**config.mk**
```make
export PLATFORM = sky130hd
export DESIGN_NAME = memory_port_arbiter
export DESIGN_NICKNAME = d
export VERILOG_FILES = /design/src/rtl/memory_port_arbiter.sv
export SDC_FILE = /design/constraint.sdc
export NUM_CORES = 1
export LEC_CHECK = 0
export ABC_AREA = 1
export CAP_MARGIN = 20
export CORE_UTILIZATION = 27
export CTS_BUF_LIST = sky130_fd_sc_hd__clkbuf_8 sky130_fd_sc_hd__clkbuf_16
export DETAILED_ROUTE_END_ITERATION = 10
export GPL_TIMING_DRIVEN = 0
export PLACE_DENSITY_LB_ADDON = 0.25
export SLEW_MARGIN = 20
export SYNTH_ARGS = -nofsm -noshare
export SYNTH_HDL_FRONTEND = slang
export SYNTH_SLANG_ARGS = --single-unit
```
**constraint.sdc**
```tcl
create_clock -name clock -period 3.73 [get_ports clock]
set_input_delay 0.746 -clock clock [delete_from_list [all_inputs] [get_ports clock]]
set_output_delay 0.746 -clock clock [all_outputs]
set_load 0.1 [all_outputs]
```
**src/rtl/memory_port_arbiter.sv**
```systemverilog
// Two-master arbiter (CPU = master 0, I/O channel = master 1) in front of the single
// Memory port; grants one master per cycle with hold-time fairness and lock support.
module memory_port_arbiter #(
  parameter int MAX_HOLD        = 8,
  parameter int PRIORITY_MASTER = 0
) (
  input  logic          clock,
  input  logic          reset,
  input  logic [0:1]    running,
  input  logic [0:1]    lock,
  input  logic [15:31]  address0,
  input  logic [15:31]  address1,
  input  logic [0:3]    write_en0,
  input  logic [0:3]    write_en1,
  input  logic [0:31]   data_in0,
  input  logic [0:31]   data_in1,
  output logic [0:1]    active,
  output logic [15:31]  mem_address,
  output logic [0:3]    mem_write_en,
  output logic [0:31]   mem_data_in
);

  localparam int HOLD_W = $clog2(MAX_HOLD + 1);
  localparam logic [HOLD_W-1:0] HOLD_LAST = HOLD_W'(MAX_HOLD - 1);
  localparam logic [HOLD_W-1:0] HOLD_SAT  = HOLD_W'(MAX_HOLD);
  localparam logic LAST_RESET = (PRIORITY_MASTER == 0);

  typedef enum logic [1:0] {
    IDLE = 2'd0,
    OWN0 = 2'd1,
    OWN1 = 2'd2
  } state_e;

  state_e            state_q, state_d;
  logic [HOLD_W-1:0] hold_q, hold_d;
  logic              last_owner_q, last_owner_d;

  always_ff @(posedge clock) begin
    if (!reset) begin
      state_q      <= IDLE;
      hold_q       <= '0;
      last_owner_q <= LAST_RESET;
    end else begin
      state_q      <= state_d;
      hold_q       <= hold_d;
      last_owner_q <= last_owner_d;
    end
  end

  always_comb begin
    state_d      = state_q;
    hold_d       = hold_q;
    last_owner_d = last_owner_q;

    case (state_q)
      IDLE: begin
        if (running[0] && running[1])
          state_d = last_owner_q ? OWN0 : OWN1;
        else if (running[0])
          state_d = OWN0;
        else if (running[1])
          state_d = OWN1;
      end
      OWN0: begin
        if (!running[0])
          state_d = running[1] ? OWN1 : IDLE;
        else if (running[1] && !lock[0] && hold_q >= HOLD_LAST)
          state_d = OWN1;
      end
      OWN1: begin
        if (!running[1])
          state_d = running[0] ? OWN0 : IDLE;
        else if (running[0] && !lock[1] && hold_q >= HOLD_LAST)
          state_d = OWN0;
      end
      default: state_d = IDLE;
    endcase

    // Hold saturates (rather than wrapping) so a locked owner switches on the edge after unlock.
    if (state_d != state_q) begin
      hold_d = '0;
      if (state_q == OWN0)
        last_owner_d = 1'b0;
      else if (state_q == OWN1)
        last_owner_d = 1'b1;
    end else if (state_q != IDLE && hold_q < HOLD_SAT) begin
      hold_d = hold_q + 1'b1;
    end
  end

  always_comb begin
    active       = 2'b00;
    mem_address  = '0;
    mem_write_en = '0;
    mem_data_in  = '0;
    case (state_q)
      OWN0: begin
        active       = 2'b10;
        mem_address  = address0;
        mem_write_en = write_en0;
        mem_data_in  = data_in0;
      end
      OWN1: begin
        active       = 2'b01;
        mem_address  = address1;
        mem_write_en = write_en1;
        mem_data_in  = data_in1;
      end
      default: ;
    endcase
    // Writes must be blocked even in the cycle reset is first seen, before state returns to IDLE.
    if (!reset)
      mem_write_en = '0;
  end

endmodule

```
* Word level (Yosys, flattened, before mapping)
Cells that the tools add are included.
** Cells by class
- Add/subtract/negate cells :: 1
- $lt $le $gt $ge :: 2
- Equal/unequal tests :: 3
- Muxes and demuxes :: 18
- Bitwise operators :: 1
- Reduce and logical (&&, ||, !) cells :: 13
** Operators by type and width (count)
- 32-bit case mux with 2 select lines :: 1
- 17-bit case mux with 2 select lines :: 1
- 2-bit two-way mux :: 9
- 4-bit case mux with 2 select lines :: 1
- 1-bit logical AND :: 6
- 2-bit case mux with 3 select lines :: 1
- 4-bit by 1-bit adder with 4-bit output, second input constant :: 1
- 4-bit by 3-bit greater-or-equal comparator with 1-bit output, second input constant :: 1
- 4-bit less-than comparator, second input constant :: 1
- 4-bit two-way mux :: 1
- 2-bit case mux with 2 select lines :: 1
- 2-bit nonzero test :: 2
- 1-bit two-way mux :: 3
- 2-bit by 1-bit == test with 1-bit output, second input constant :: 1
- 2-bit == test, second input constant :: 1
- 1-bit zero test :: 2
- 2-bit zero test :: 1
- 2-bit != test :: 1
- 2-bit AND reduction :: 1
- 2-bit OR reduction :: 1
- 1-bit NOT :: 1
** Storage, ports and cells
- Register bits :: 7
- Input port bits :: 112
- Logic and storage cells :: 41

* Depth between registers and ports, before layout
Gate-level depths: netlist (run 1).
- Word-level depth :: 8
- Mapped depth :: 14

* Worst setup path after synthesis (run 1)
OpenSTA, ideal clock, no wires.
- Kind :: register to output
- Start point :: register state_q[1]
- End point :: output port mem_data_in[19] in the netlist's numbering
- Arrival time :: 3.414 ns
- Setup slack :: -0.430 ns
- Stages on the path, launching flop included :: 7
- Cell sequence :: dfxtp_1 -> inv_1 -> ha_1 -> buf_2 -> clkbuf_1 -> nand2_1 -> a21oi_1
** On the way
- Word-level cells in the longest chain between the ends :: 2
- Elaborated cells between the ends (all ways) :: 3
** RTL lines
- start, declared :: line 34 : state_e state_q, state_d;
- start signal, assigned :: line 44 : state_q <= state_d;
- 2-bit == test / 2-bit by 1-bit == test with 1-bit output (equally long branches) :: line 96 : case (state_q)
- 32-bit case mux with 2 select lines * :: line 96
- end, declared :: line 20 : output logic [0:31] mem_data_in
Every way passes the cells marked *; elsewhere a longest branch is shown, timed or not.

* Worst setup path after layout (run 1)
- Start point :: register state_q[0]
- End point :: output port mem_data_in[21] in the netlist's numbering
The elaborated chain is that of the path after synthesis.

==> flow_summary_export.csv, run 1 <==
group,metric,value,unit
status,status,"complete, no violations",
routing,drt.antenna.violating_nets,0,
global_route,grt.total_usage,25.6,%
routing,drt-initial-drc-count,99,
cells_and_area,layout-drive-gt1-share,16.5,%
critical_path,worst_path_max_delay_cell,"dlygate4sd2_1",
clock_network,cts_buffers,3,
timing,setup_tns,0,ns
cells_and_area,syn2layout_area_growth,164,%
critical_path,crit_required,2.98,ns
critical_path,reg2reg_from,"state_q[0]",
die,initial_core_util,28.2,%
clock_network,cts_max_level,1,
timing,setup_viol,0,
clock_network,path_clk_slew,0.04,ns
routing,via_per_inst,4.90,
timing,final_hold_viol_count,0,
die,die_y,69.7,µm
synth,synth.net_count,371,
cells_and_area,finalNonFillerCells,476,
synth,ys_types,20,
routing,drt_first_pass_iters,4,
timing,rsz0062_at_grt,"false",
timing,min_period_over_period,95.8,%
hold_path,hold_path.class,"flip-flop to flip-flop",
timing,layout_min_cycle_time,3.57,ns
critical_path,cp-start-kind,"flip-flop",
clock_network,cts.sinks,7,
timing,skew,0.000876,ns
global_route,antenna_found_initial,0,
synth,ys_warn_count,0,
power,p_leak,1.74,nW
synth,synthMuxAreaShare,0,%
routing,wl,6560,µm
routing,vias,2334,
synth,yosys.area_share.adder,5.06,%
timing,hold_ws,0.499,ns
critical_path,path_cells,"inv_1 > ha_1 > inv_1 > clkbuf_2 > buf_2 > a21oi_2 > dlygate4sd2_1",
critical_path,startpoint,"state_q[0]",
global_route,grt_first_pass_wirelength,10200,µm
clock_network,cts-root-buf,"clkbuf_8",
routing,wire_per_inst,13.8,µm
timing,slew_headroom,32.1,%
clock_network,clock_latency,0.23,ns
power,irDropWorstVdd,0.159,mV
global_route,grt-ovfl-total,0,
die,io_pins,167,
clock_network,cts_tree,"yes",
synth,synth.avg_cell_area,4.87,µm²
die,die_area,4850,µm²
synth,synthCells,254,
clock_network,cts_max_path_buffers,2,
die,fp-row-count,24,
power,power.total,0.00114,W
die,die_x,69.7,µm
flow_run,max_cap_viol_count,0,
place,portBuffers,166,
global_route,grt_start_max_net_pins,11,
timing,final_max_slew_viol_count,0,
critical_path,cp_max_fo,10,
synth,synth_compound_area_share,24.1,%
timing,fmax,280,MHz
global_route,grt_pass1_vias,2302,
place,hpwlAfterDp,5340,µm
critical_path,crit_type,"flip-flop to output port",
routing,remaining_drc_errors,0,
critical_path,worstPathArrival,2.83,ns
hold_path,min-delay-start,"last_owner_q",
critical_path,cpMostUsedCell,"inv_1",
timing,worst_slew_pin_slew,1.02,ns
synth,synth-simple-area-share,49.5,%
cells_and_area,antenna-diode-count,0,
synth,syn-cell-area,1240,µm²
cells_and_area,nets,542,
synth,synth_xor_area_share,1.42,%
critical_path,end_kind,"output port",
synth,synth_top_family_by_area,"simple AND/OR/NAND/NOR gates",
cells_and_area,fillers,370,
synth,ys_ff_latch,7,
place,gp_congestion,0.828,
power,p_per_area,351,nW/µm²
die,core,4380,µm²
place,dp_cells,472,
critical_path,max_stage_delay,0.87,ns
synth,synth_seq_area_share,11.3,%
critical path, delay by kind of cell, from the launching register on:
family,cells,cell delay (ns)
AOI/OAI and AO/OA,1,0.13
adders and majority gates,1,0.38
buffers and inverters,5,1.64
DFF,1,0.45
Yosys cell counts:
cell      instances  area [µm²]
nand2_1         128         480
a21oi_1          53         265
nor2_1           14        52.6
clkbuf_1         10        37.5
inv_1             8        30.0
dfxtp_1           7         140
nand3_1           7        35.0
buf_1             5        18.8
ha_1              5        62.6
nand2_2           3        18.8
o21ai_0           3        15.0
inv_2             2        7.51
nand3_2           2        20.0
a21oi_2           1        8.76
a41oi_1           1        8.76
buf_2             1        5.00
buf_4             1        7.51
nor3_1            1        5.00
xnor2_1           1        8.76
xor2_1            1        8.76
per-stage QoR:
step           util, %  instance area, µm²  setup slack [ns]
6_report          74.3                3260             0.156
2_1_floorplan        -                1440             0.130
3_3_place_gp      72.1                3160            -0.227
4_1_cts           72.6                3180          0.000562
5_1_grt           74.3                3260            0.0304
3_5_place_dp      72.1                3160            -0.283
cell usage in the layout (no fill, tap or decap), types with 5 or more instances in the layout:
| master | n |
|---|---|
| nand2_1 | 128 |
| clkdlybuf4s50_1 | 113 |
| a21oi_2 | 54 |
| dlymetal6s2s_1 | 33 |
| dlygate4sd2_1 | 18 |
| nor2_1 | 14 |
| clkbuf_1 | 9 |
| inv_1 | 9 |
| nand3_1 | 7 |
| dfxtp_1 | 7 |
| ha_1 | 5 |
layout make-up:
type                       count  area (µm²)  share of cell area [%]
buffer                        17        71.3                    2.19
clock buffer                   3        41.3                    1.27
clock inverter                 1        3.75                   0.115
inverter                      10        37.5                    1.15
multi-input combinational    220        1190                    36.5
sequential                     7         140                    4.30
tap                           52        65.1                    2.00
timing repair buffer         166        1710                    52.5
state kept, by name (all words and copies together), names as in the netlist:
register / count
hold_q: 4
last_owner_q: 1
state_q: 2
report_power, final:
| group | internal, W | switching [W] | total [W] |
|---|---|---|---|
| sequential | 0.0000835 | 0.00000975 | 0.0000933 |
| clock | 0.0000713 | 0.0000346 | 0.000106 |
| combinational | 0.000260 | 0.000683 | 0.000944 |
kinds of logic after synthesis:
logic type	count (synthesis)
AOI/OAI and AO/OA	58
xor gates and xnor gates	2
adders and majority gates	5
buffers and inverters	27
DFF	7
and+or+nand+nor	155
routing by layer:
| metal | global-route usage, % | vias up | wire length (µm) |
|---|---|---|---|
| li1 | - | 1149 | - |
| met1 | 26.9 | 1036 | 2400 |
| met2 | 45.3 | 118 | 3330 |
| met3 | 7.85 | 31 | 471 |
| met4 | 14.0 | 0 | 361 |
| met5 | 0 | - | 0 |
worst paths after layout:
path | endpoint | slack (ns) | cells past startpoint
hold reg to reg | last_owner_q | 0.50 | 2
setup / recovery | mem_data_in[21] | 0.16 | 7
setup reg to reg | last_owner_q | 1.87 | 14
hold / removal | last_owner_q | 0.50 | 2
timing repair:
| action | CTS | global route |
|---|---|---|
| pin swaps | 0 | 0 |
| setup buffers | 0 | 0 |
| gates resized for setup | 21 | 39 |
| setup endpoints to repair | 20 | 43 |
| hold buffers | 0 | 0 |
Power figures use the tool's default switching activity.
==> run 2: changes to the inputs <==
--- a/config.mk
+++ b/config.mk
@@ -7,11 +7,14 @@
 export LEC_CHECK = 0
 export ABC_AREA = 1
 export CAP_MARGIN = 20
-export CORE_UTILIZATION = 27
-export CTS_BUF_LIST = sky130_fd_sc_hd__clkbuf_8 sky130_fd_sc_hd__clkbuf_16
+export CORE_AREA = 2 2 65 67
+export CTS_BUF_LIST = sky130_fd_sc_hd__clkbuf_4 sky130_fd_sc_hd__clkbuf_8 sky130_fd_sc_hd__clkbuf_16
 export DETAILED_ROUTE_END_ITERATION = 10
+export DIE_AREA = 0 0 67 69
+export DONT_BUFFER_PORTS = 1
 export GPL_TIMING_DRIVEN = 0
 export PLACE_DENSITY_LB_ADDON = 0.25
+export SETUP_SLACK_MARGIN = 0.5
 export SLEW_MARGIN = 20
 export SYNTH_ARGS = -nofsm -noshare
 export SYNTH_HDL_FRONTEND = slang
==> run 2 against run 1 <==
Effect of this change: sequential power rose by 0.4%; register-to-register slack got worse by 0.22 ns; global-route usage fell by 6.4 points; die area fell by 4.7%; clock skew rose by 0.0035 ns; via count fell by 28%; power fell by 5.0%; critical path depth fell by 1; non-clock buffer count fell by 166; critical path type unchanged.
==> flow_summary_export.csv, run 2 (synthesis results as in run 1) <==
group,metric,value,unit
status,status,"complete, no violations",
die,die_x,67,µm
die,core,3910,µm²
clock_network,clock_latency,0.22,ns
power,p_per_area,544,nW/µm²
clock_network,cts_max_level,1,
power,irDropWorstVdd,0.485,mV
critical_path,worst_path_max_delay_cell,"a21oi_4",
die,die_y,69,µm
clock_network,cts_tree,"yes",
critical_path,end_kind,"output port",
die,fp-row-count,23,
cells_and_area,regMostFlops,"hold_q",
clock_network,cts-root-buf,"clkbuf_8",
cells_and_area,top_regs,"hold_q (4), state_q (2), last_owner_q (1)",
die,die_area,4620,µm²
critical_path,cp_max_fo,10,
cells_and_area,layout_common_cells,"128 x nand2_1, 53 x a21oi_4, 14 x nor2_1",
critical_path,path_cells,"inv_1 > ha_4 > buf_4 > clkbuf_2 > nand2_1 > a21oi_4",
global_route,antenna_found_initial,0,
cells_and_area,fillers,408,
global_route,grt-ovfl-total,0,
routing,remaining_drc_errors,0,
cells_and_area,nets,376,
global_route,grt_pass1_vias,1576,
routing,wl,4730,µm
timing,rsz0062_at_grt,"false",
cells_and_area,finalNonFillerCells,308,
routing,drt_first_pass_iters,4,
clock_network,cts.sinks,7,
routing,drt-initial-drc-count,46,
critical_path,max_stage_delay,0.62,ns
cells_and_area,final_common_cell,"nand2_1",
hold_path,hold_path.class,"flip-flop to flip-flop",
timing,final_max_slew_viol_count,0,
routing,drt.antenna.violating_nets,0,
global_route,grt_start_max_net_pins,11,
place,gp_congestion,0.814,
clock_network,cts_buffers,3,
timing,worst_slew_pin_slew,0.741,ns
timing,setup_viol,0,
cells_and_area,antenna-diode-count,0,
routing,via_per_inst,5.42,
critical_path,cp-start-kind,"flip-flop",
global_route,grt_first_pass_wirelength,7290,µm
die,io_pins,167,
timing,skew,0.00442,ns
routing,wire_per_inst,15.3,µm
power,p_leak,0.508,nW
timing,slew_headroom,50.5,%
place,hpwlAfterDp,3990,µm
cells_and_area,layout-drive-gt1-share,33.3,%
die,initial_core_util,31.6,%
cells_and_area,largest_reg_flops,4,
timing,final_hold_viol_count,0,
clock_network,postCtsSetupBuffers,0,
flow_run,max_cap_viol_count,0,
place,portBuffers,0,
critical_path,worstPathArrival,2.34,ns
critical_path,crit_type,"flip-flop to output port",
timing,layout_min_cycle_time,3.09,ns
timing,fmax,324,MHz
critical_path,crit_required,2.98,ns
clock_network,path_clk_slew,0.04,ns
routing,vias,1669,
critical_path,crit_family,"buffers and inverters",
clock_network,cts_max_path_buffers,2,
timing,min_period_over_period,82.8,%
critical_path,path_buf_inv,3,
timing,setup_tns,0,ns
place,dp_cells,304,
global_route,grt.total_usage,19.2,%
cells_and_area,syn2layout_area_growth,61.5,%
[run 2: cell count changes in the layout (fill, tap and decap cells not counted), moves of 9 or more]
cell             delta
clkdlybuf4s50_1   -113
clkbuf_1            -9
a21oi_2            -53
dlymetal6s2s_1     -33
dlygate4sd2_1      -18
a21oi_4            +53
[run 2: cell type report]
cell class | instances | area (µm²) | area share, %
Sequential cell | 7 | 141 | 7.08
Tap cell | 50 | 62.6 | 3.13
Clock buffer | 4 | 48.8 | 2.44
Multi-Input combinational cell | 220 | 1610 | 80.7
Buffer | 17 | 95.1 | 4.76
Inverter | 10 | 37.5 | 1.88
[run 2: power by group]
group,switching (W),internal (W)
clock network,0.0000290,0.0000808
registers,0.00000970,0.0000840
logic,0.000737,0.000145
[run 2: tightest hold or removal path: cells and delay by family, from the launching register on]
family | cells | cell delay, ns
AND/OR/NAND/NOR | 2 | 0.12
flip-flops | 1 | 0.32
[run 2: per-stage QoR]
step	power [W]	setup WS, ns	instance area [µm²]	util (%)	hold slack (ns)
after floorplan	0.000891	0.539	1830	-	0.428
after global placement	0.000954	0.215	1890	48.4	0.451
after detailed placement	0.000963	0.154	1910	48.8	0.458
after CTS	0.00109	0.515	1990	50.9	0.466
after global routing	0.00114	0.505	2000	51.0	0.508
final	0.00109	0.640	2000	51.0	0.464
[run 2: worst paths after layout]
path / start / to / slack [ns] / depth (start not counted)
setup / recovery: state_q[0] / mem_write_en[1] / 0.64 / 6
hold / removal: last_owner_q / last_owner_q / 0.46 / 2
setup reg to reg: state_q[0] / last_owner_q / 1.65 / 14
hold reg to reg: last_owner_q / last_owner_q / 0.46 / 2
[run 2: layer usage]
layer | global-route usage (%) | share of wire, % | vias up
met3 | 4.73 | 11 | 2
li1 | - | - | 823
met5 | 0 | 0 | -
met1 | 22.3 | 38 | 754
met4 | 1.59 | 0.44 | 0
met2 | 35.8 | 51 | 90
[run 2: what timing repair did]
action,4_1_cts,5_1_grt
gates resized for setup,19,5
pin swaps,29,2
hold buffers,0,0
hold endpoints to repair,0,0
setup endpoints to repair,51,50
==> run 3: changes to the inputs <==
==> constraint.sdc (replaced) <==
create_clock -name clock -period 3 [get_ports clock]
set_input_delay 0.6 -clock clock [delete_from_list [all_inputs] [get_ports clock]]
set_output_delay 0.6 -clock clock [all_outputs]
set_load 0.1 [all_outputs]
==> run 3 against run 2 <==
Effect of this change: clock power up 28%; global-route usage up 5.4 points; sequential cell count unchanged; critical path depth unchanged; core utilization up 30 points; non-clock buffer count up 31; cell area up 59%; cell count up 10%; power up 73%; die area unchanged; clock-buffer cell count unchanged.
==> flow_summary_export.csv, run 3 (synthesis results as in run 1) <==
group,metric,value,unit
status,status,"complete, no violations",
power,irDropWorstVdd,0.416,mV
cells_and_area,layout_common_cells,"53 x a21oi_4, 47 x nand2_4, 43 x nand2_1",
routing,wl_met1,2190,µm
critical_path,end_kind,"output port",
routing,wire_per_inst,19.1,µm
die,io_pins,167,
timing,slew_headroom,49.6,%
global_route,grt_first_pass_wirelength,8970,µm
hold_path,hold_depth,1,
die,core,3910,µm²
clock_network,cts.sinks,7,
power,power_frac_comb,86.2,%
critical_path,reg2reg_to,"last_owner_q",
die,initial_core_util,31.6,%
timing,layout_min_cycle_time,2.68,ns
die,die_y,69,µm
routing,top_layer,"met4",
routing,dr_wl_met3,523,µm
hold_path,hold_path.class,"input port to flip-flop",
power,p_per_area,591,nW/µm²
hold_path,min-delay-start,"reset",
die,die_x,67,µm
global_route,grt_start_max_net_pins,11,
clock_network,clock_latency,0.23,ns
routing,remaining_drc_errors,0,
die,die_area,4620,µm²
power,switching_power,0.00113,W
place,hpwlAfterDp,4110,µm
critical_path,ff2ff_setup_slack,0.80,ns
timing,setup_tns,0,ns
critical_path,cp-start-kind,"flip-flop",
cells_and_area,regArea,148,µm²
timing,worst_slew_pin_slew,0.754,ns
flow_run,max_cap_viol_count,0,
cells_and_area,largest_reg_flops,4,
critical_path,crit_required,2.40,ns
timing,setup_viol,0,
cells_and_area,multiInputGateArea,2070,µm²
cells_and_area,final_common_cell,"a21oi_4",
critical_path,cp_max_fo,5,
global_route,grt_pass1_vias,1790,
power,p_leak,1.22,nW
clock_network,cts_tree,"yes",
die,fp-row-count,23,
global_route,grt.total_usage,24.6,%
cells_and_area,fillers,234,
place,portBuffers,0,
timing,hold_ws,0.456,ns
timing,final_max_slew_viol_count,0,
critical_path,r2r_cells,17,
clock_network,cts_max_level,1,
global_route,grt-ovfl-total,0,
timing,skew,0.00317,ns
routing,via_per_inst,5.54,
critical_path,crit_type,"flip-flop to output port",
hold_path,holdPathEnd,"last_owner_q",
critical_path,worstPathArrival,2.08,ns
timing,fmax,372,MHz
critical_path,reg2reg_from,"state_q[0]",
place,gp_congestion,0.804,
routing,drt-initial-drc-count,35,
cells_and_area,antenna-diode-count,0,
routing,wl,6460,µm
routing,drt.antenna.violating_nets,0,
clock_network,path_clk_slew,0.04,ns
cells_and_area,regMostFlops,"hold_q",
clock_network,cts-root-buf,"clkbuf_8",
routing,wl_met2,3640,µm
clock_network,cts_hold_buf,0,
global_route,antenna_found_initial,0,
cells_and_area,top_regs,"hold_q (4), state_q (2), last_owner_q (1)",
power,p_int,0.000746,W
cells_and_area,nets,407,
power,clockPowerShare,7.5,%
place,dp_cells,306,
power,swShare,60.2,%
routing,drt_first_pass_iters,4,
cells_and_area,layout-drive-gt1-share,71.3,%
routing,vias,1877,
timing,min_period_over_period,89.5,%
timing,final_hold_viol_count,0,
power,pwr-share-seq,6.3,%
clock_network,cts_max_path_buffers,2,
cells_and_area,finalNonFillerCells,339,
cells_and_area,syn2layout_area_growth,157,%
timing,rsz0062_at_grt,"true",
clock_network,cts_buffers,3,
run 3: layout make-up:
class | instances | share of cell area [%]
inverter | 10 | 1.58
multi-input combinational | 220 | 65.2
buffer | 17 | 10.4
tap | 50 | 1.97
sequential | 7 | 4.65
timing repair buffer | 31 | 14.7
clock buffer | 4 | 1.54
run 3: worst max-delay path, cell delays in order, from the launching register on:
cell and delay, ns:
dfxtp_4 0.36, inv_6 0.07, ha_4 0.41, buf_16 0.18
clkbuf_16 0.15, nand2_1 0.08, a21oi_4 0.59
run 3: layer usage:
layer  global-route usage (%)  up-vias
met5                        0        -
met4                     5.44        0
met3                     4.08       13
met2                     46.9       97
met1                     27.2      878
li1                         -      889
run 3: worst max path at each step:
stage / from / endpoint / slack, ns / depth (start not counted)
2_1_floorplan: state_q[1] / mem_address[15] / 0.37 / 5
3_3_place_gp: state_q[1] / mem_address[30] / 0.08 / 5
3_5_place_dp: state_q[1] / mem_data_in[28] / 0.10 / 5
4_1_cts: state_q[0] / mem_data_in[31] / 0.34 / 6
5_1_grt: state_q[0] / mem_address[24] / 0.26 / 6
6_report: state_q[0] / mem_address[24] / 0.32 / 6
run 3: timing repair:
action                                  in CTS  in global routing
endpoints found under the setup margin      53                 53
pin swaps                                   56                 43
cloned                                      10                  1
resized for setup                          145                 64
setup buffers                               16                  2
run 3: per-stage QoR:
stage               util (%)  instance area (µm²)  total power, W  setup WS (ns)
finish                  81.2                 3180         0.00188          0.315
global route            81.2                 3180         0.00196          0.264
CTS                     74.0                 2900         0.00179          0.335
detailed placement      50.6                 1980         0.00125          0.105
global placement        49.9                 1950         0.00122         0.0805
floorplan                  -                 1890         0.00114          0.373
run 3: power groups by stage:
stage	combinational, W	clock, W	sequential [W]
floorplan	0.00103	0	0.000115
global placement	0.00110	0	0.000118
detailed placement	0.00113	0	0.000119
CTS	0.00153	0.000145	0.000118
global route	0.00168	0.000152	0.000120
finish	0.00162	0.000141	0.000118
